<file path="src/rtl/ioc_dispatch.sv">
// ioc_dispatch: turns host command/data bytes into IOC module load/fetch
// strobes and returns one response byte per read, with timeout and sticky errors.
//
// Ports:
//   i_sys_clk, i_rst            clock, async active-high reset
//   i_frame_start               new host transaction begins
//   i_byte_valid, i_byte        host byte stream
//   o_cs, o_ioc, o_data_out     one-hot module select, IOC address, write data
//   o_load_cmd, o_fetch_cmd     write / read strobes
//   i_rd_data, i_rd_valid       per-module read data (byte m) and valid
//   o_resp_valid, o_resp_byte   response pulse and byte to host
//   o_busy                      not idle
//   i_err_clear, o_error_list   sticky errors: [0] timeout, [1] dropped byte,
//                               [2] aborted frame
module ioc_dispatch #(
  parameter int NUM_MOD = 4,
  parameter int TIMEOUT = 15
) (
  input  logic                 i_sys_clk,
  input  logic                 i_rst,
  input  logic                 i_frame_start,
  input  logic                 i_byte_valid,
  input  logic [7:0]           i_byte,
  output logic [NUM_MOD-1:0]   o_cs,
  output logic [4:0]           o_ioc,
  output logic [7:0]           o_data_out,
  output logic                 o_load_cmd,
  output logic                 o_fetch_cmd,
  input  logic [8*NUM_MOD-1:0] i_rd_data,
  input  logic [NUM_MOD-1:0]   i_rd_valid,
  output logic                 o_resp_valid,
  output logic [7:0]           o_resp_byte,
  output logic                 o_busy,
  input  logic                 i_err_clear,
  output logic [7:0]           o_error_list
);

  typedef enum logic [2:0] {
    S_IDLE,
    S_WAIT_DATA,
    S_LOAD,
    S_FETCH,
    S_WAIT_RD,
    S_RESP
  } state_t;

  localparam logic [7:0] TO = 8'(TIMEOUT);
  localparam logic [NUM_MOD-1:0] ONE = NUM_MOD'(1);

  state_t               r_state;
  logic [NUM_MOD-1:0]   r_cs;
  logic [4:0]           r_ioc;
  logic [1:0]           r_mod;
  logic [7:0]           r_data;
  logic                 r_load;
  logic                 r_fetch;
  logic                 r_resp_v;
  logic [7:0]           r_resp;
  logic [7:0]           r_cnt;
  logic [2:0]           r_err;
  logic                 r_pend;
  logic [7:0]           r_pend_byte;

  logic                 w_abort;
  logic                 w_drop;
  logic                 w_to;
  logic                 w_cmd_v;
  logic [7:0]           w_cmd;
  logic                 w_sel_v;
  logic [7:0]           w_sel_d;
  logic [7:0]           w_cnt_nx;

  assign w_sel_v  = i_rd_valid[r_mod];
  assign w_sel_d  = i_rd_data[{r_mod, 3'b000} +: 8];
  assign w_cnt_nx = r_cnt + 8'd1;

  // A command byte that arrived together with an aborting frame start
  // is parked in r_pend_byte and decoded on the following IDLE cycle.
  assign w_cmd_v = i_byte_valid | r_pend;
  assign w_cmd   = i_byte_valid ? i_byte : r_pend_byte;

  always_comb begin
    w_abort = 1'b0;
    w_drop  = 1'b0;
    w_to    = 1'b0;
    if (r_state != S_IDLE) begin
      w_abort = i_frame_start;
    end
    if (!i_frame_start && i_byte_valid) begin
      w_drop = (r_state == S_LOAD) || (r_state == S_FETCH) ||
               (r_state == S_WAIT_RD) || (r_state == S_RESP);
    end
    if (!i_frame_start && r_state == S_WAIT_RD && !w_sel_v) begin
      w_to = (w_cnt_nx == TO);
    end
  end

  always_ff @(posedge i_sys_clk or posedge i_rst) begin
    if (i_rst) begin
      r_state     <= S_IDLE;
      r_cs        <= '0;
      r_ioc       <= '0;
      r_mod       <= '0;
      r_data      <= '0;
      r_load      <= 1'b0;
      r_fetch     <= 1'b0;
      r_resp_v    <= 1'b0;
      r_resp      <= '0;
      r_cnt       <= '0;
      r_pend      <= 1'b0;
      r_pend_byte <= '0;
    end else begin
      r_load   <= 1'b0;
      r_fetch  <= 1'b0;
      r_resp_v <= 1'b0;
      if (w_abort) begin
        r_state     <= S_IDLE;
        r_cs        <= '0;
        r_pend      <= i_byte_valid;
        r_pend_byte <= i_byte;
      end else begin
        case (r_state)
          S_IDLE: begin
            if (w_cmd_v) begin
              r_pend <= 1'b0;
              r_ioc  <= w_cmd[4:0];
              r_mod  <= w_cmd[6:5];
              if (w_cmd[7]) begin
                r_state <= S_WAIT_DATA;
              end else begin
                r_state <= S_FETCH;
                r_cs    <= ONE << w_cmd[6:5];
                r_fetch <= 1'b1;
              end
            end
          end
          S_WAIT_DATA: begin
            if (i_byte_valid) begin
              r_data  <= i_byte;
              r_state <= S_LOAD;
              r_cs    <= ONE << r_mod;
              r_load  <= 1'b1;
            end
          end
          S_LOAD: begin
            r_cs    <= '0;
            r_state <= S_IDLE;
          end
          S_FETCH: begin
            r_cnt   <= '0;
            r_state <= S_WAIT_RD;
          end
          S_WAIT_RD: begin
            if (w_sel_v) begin
              r_resp   <= w_sel_d;
              r_cs     <= '0;
              r_resp_v <= 1'b1;
              r_state  <= S_RESP;
            end else begin
              r_cnt <= w_cnt_nx;
              if (w_to) begin
                r_resp   <= 8'hEE;
                r_cs     <= '0;
                r_resp_v <= 1'b1;
                r_state  <= S_RESP;
              end
            end
          end
          S_RESP: begin
            r_state <= S_IDLE;
          end
          default: begin
            r_cs    <= '0;
            r_state <= S_IDLE;
          end
        endcase
      end
    end
  end

  // New error flags win over a coincident clear.
  always_ff @(posedge i_sys_clk or posedge i_rst) begin
    if (i_rst) begin
      r_err <= '0;
    end else begin
      r_err <= (i_err_clear ? 3'b000 : r_err) | {w_abort, w_drop, w_to};
    end
  end

  assign o_cs         = r_cs;
  assign o_ioc        = r_ioc;
  assign o_data_out   = r_data;
  assign o_load_cmd   = r_load;
  assign o_fetch_cmd  = r_fetch;
  assign o_resp_valid = r_resp_v;
  assign o_resp_byte  = r_resp;
  assign o_busy       = (r_state != S_IDLE);
  assign o_error_list = {5'b00000, r_err};

endmodule
</file>
<file path="config.mk">
export PLATFORM = sky130hd
export DESIGN_NAME = ioc_dispatch
export DESIGN_NICKNAME = d
export VERILOG_FILES = /design/src/rtl/ioc_dispatch.sv
export SDC_FILE = /design/constraint.sdc
export NUM_CORES = 1
export LEC_CHECK = 0
export BUFFER_PORTS_ARGS = -buffer_cell sky130_fd_sc_hd__buf_2
export CORE_ASPECT_RATIO = 0.75
export CORE_MARGIN = 2
export CORE_UTILIZATION = 51
export DETAILED_ROUTE_END_ITERATION = 10
export PLACE_DENSITY = 0.77
export SLEW_MARGIN = 30
export SYNTH_ARGS = -nofsm -noshare
export SYNTH_HDL_FRONTEND = slang
export SYNTH_SLANG_ARGS = --single-unit
</file>
<file path="constraint.sdc">
create_clock -name i_sys_clk -period 2.6 [get_ports i_sys_clk]
set_clock_uncertainty 0.1 [all_clocks]
set_input_delay 0.26 -clock i_sys_clk [delete_from_list [all_inputs] [get_ports i_sys_clk]]
set_output_delay 0.26 -clock i_sys_clk [all_outputs]
set_load 0.02 [all_outputs]
</file>
==> summary.txt <==
Clock slew seen by the registers of the worst setup and hold paths - 0.10 ns
Clk pwr share - 14.6%
Min Tclk post-route - 2.181 ns
CP Buf/Inv Count - 0
Register area share after synthesis - 48.03%
Setup repair bufs after CTS - 0
TritonCTS clock tree - built
# IOs - 86
Via density - 5.265
Vias - 2127
Register bit total from synthesis - 53
Clk_lat worst skew - 0.30 ns
Post-Syn Area - 2761 sq um
Final Instance Area - 3327 sq um
Initial antenna violation count - 0
DP Area - 3232 sq um
Hold crit path type - input pin to flop
Max IR drop VDD - 0.0005996 V
Max-cap viol count - 0
DRC violations left - 0
First-pass GRT wire length - 9825 um
Root Driver - clkbuf_8
Final slew viol count - 0
CP peak stage delay - 0.58 ns
R2r setup slk - 0.42 ns
Starting density of the core - 52.15%
Post-synth top area cell - dfrtp_1
Top-area cell type share of the netlist area - 48.03%
Deepest clock path buffer count - 2
Final setup fails - 0
Status - completed
Top-count cell post-synth - dfrtp_1
Critical path class - flop to flop
CTS buffer count - 5
Worst EP required - 2.70 ns
YS warnings - 0
Most frequent cells after synthesis - dfrtp_1, mux2_2, o21ai_0
Period Utilization, post-route - 83.87%
Routed Antenna Nets - 0
Combinational Power Share - 44.5%
Final Hold Vio Count - 0
EDFF count, synth - 0
Synth cell types - 49
Worst slew pin tran - 0.5608 ns
H-tree depth - 2
Antenna diode count - 0
DR iter-0 viols - 93
Setup TNS - 0 ns
DR WL/cell - 14.53 um
Post-DP HPWL - 4505 um
Worst Setup Start Kind - flop
Row cnt - 23
R2R Path End - o_cs[1]
Share of cells above drive strength 1 - 41.34%
Hold path endpoint - r_err[1]
Hold depth - 2
Crit end category - flop
Die Height - 67.73 um
Slew headroom - 62.56%
Delay-heaviest family, CP - multiplexers
Largest net degree at the start of global routing - 29
Layout net count - 380
CTS sink cnt - 53
Hold Path Origin - i_err_clear
P_int - 1.918 mW
Crit-path max FO - 14
FMAX - 458.6 MHz
Asr flop ratio synth - 100.0%
1st-pass router iterations - 4
Syn Inst Count - 245
GR Overflow Total - 0
Final wirelength - 5869 um
All-Layer GR Usage - 21.29%
I/O Buffers - 80
Avg Synthesized Cell Area - 11.27 sq um
Critical path data arrival time - 2.28 ns
Switch Pwr - 1.214 mW
Placer Congestion - 0.8403
Pwr dens - 941.4 nW/um^2
FF-to-FF path depth - 5
Critical-path cell list - mux4_2 -> nand2b_4 -> or2_0 -> o2111ai_2 -> mux2_2
Worst path slowest cell - mux4_2
Area Overhead vs Synth - 20.48%
Sequential share of power - 40.9%
Post-synth top flop - dfrtp_1
Synth area leaders - dfrtp_1, mux2_2, mux4_2
Worst flop-to-flop path startpoint - r_mod[0]
Die X - 88.97 um
PostCTS Resize Cnt - 0
Total die area - 6025 sq um
Switching Share - 38.77%
Number of global-route vias before repair - 2074
Pleak - 1.589 nW
Core box area - 5295 sq um
RSZ-0062 raised after global routing - no
[layer usage]
layer / up-vias / global-route usage (%) / wire [um]
met5: - / 0 / 0
met3: 5 / 4.401 / 242
li1: 1042 / - / -
met1: 1030 / 29.87 / 2757
met2: 50 / 33.86 / 2823
met4: 0 / 5.970 / 46
[power groups by stage]
| stage | logic [mW] | clock network [mW] | registers [mW] |
|---|---|---|---|
| 2_1_floorplan | 0.863 | 0 | 1.43 |
| 3_3_place_gp | 1.37 | 0 | 1.28 |
| 3_5_place_dp | 1.40 | 0 | 1.30 |
| 4_1_cts | 1.41 | 0.466 | 1.28 |
| 5_1_grt | 1.53 | 0.510 | 1.32 |
| 6_report | 1.39 | 0.457 | 1.28 |
[worst reg2reg max path: cells and delay by family (launching register included)]
kind / cells / cell delay, ns
muxes: 2 / 0.96
and+or+nand+nor: 2 / 0.49
DFF: 1 / 0.38
AOI/OAI and AO/OA: 1 / 0.15
[final cells by class]
cell class / instances / area [sq um]
Clock buffer: 5 / 68.82
Timing Repair Buffer: 87 / 455.4
Multi-Input combinational cell: 166 / 1306
Fill cell: 449 / 1968
Tap cell: 75 / 93.84
Inverter: 16 / 60.06
Sequential cell: 53 / 1326
Clock inverter: 2 / 16.27
[state kept, by name, summed over array words and instances (netlist names)]
register	flops
r_state	3
r_pend	1
r_err	3
r_cnt	8
o_resp_byte	8
o_fetch_cmd	1
o_cs	4
o_data_out	8
r_pend_byte	8
o_ioc	5
r_mod	2
o_resp_valid	1
o_load_cmd	1
[metrics by stage]
step                instances  utilization [%]  hold slack, ns  setup WS, ns  total power [mW]
global placement          396            61.04          0.2467        0.4625             2.646
finish                    404            62.83         0.07516        0.4194             3.132
detailed placement        396            61.04          0.2508        0.4238             2.700
floorplan                 249                -          0.2511        0.5576             2.292
CTS                       404            62.83         0.07919        0.4100             3.155
global route              404            62.83         0.08499        0.2718             3.362
[how the worst max path moves through the flow]
stage,depth (start not counted),slack [ns],end,startpoint
finish,5,0.42,o_cs[1],r_mod[0]
global route,5,0.27,o_cs[0],r_cnt[0]
CTS,5,0.41,o_cs[0],r_mod[0]
floorplan,5,0.56,o_cs[0],r_mod[0]
detailed placement,5,0.42,o_cs[0],r_mod[0]
global placement,5,0.46,o_cs[1],r_mod[0]
[logic make-up (layout without fill, tap and decap cells)]
kind of cell,after synthesis,count (layout),synth area share [%]
XOR/XNOR,2,2,0.6345
AO/OA/AOI/OAI,53,53,12.60
adder cells (fa/ha/maj),2,2,0.9061
flip-flops,53,53,48.03
AND/OR/NAND/NOR,63,63,12.46
buffers and inverters,30,110,5.211
other,1,5,0.1358
multiplexers,41,41,20.03
[layout by cell type (no fill, tap or decap), types with 2 or more instances in the layout]
cell type / instances
a21oi_1: 10
buf_4: 6
clkbuf_8: 5
mux2i_1: 8
and2_1: 2
o21ai_0: 20
nor2_1: 14
nand2b_1: 6
buf_2: 80
nor2b_1: 3
nand3_1: 6
mux2_2: 24
dfrtp_1: 53
inv_1: 15
conb_1: 5
and3_1: 4
ha_1: 2
mux4_2: 9
o22ai_1: 7
a21bo_2: 2
nand2_1: 17
[repair_timing]
item                       4_1_cts  5_1_grt
setup endpoints to repair        0        0
hold buffers                     1        0
hold endpoints to repair        26        0
No activity file was read; power rests on OpenSTA's default activity.
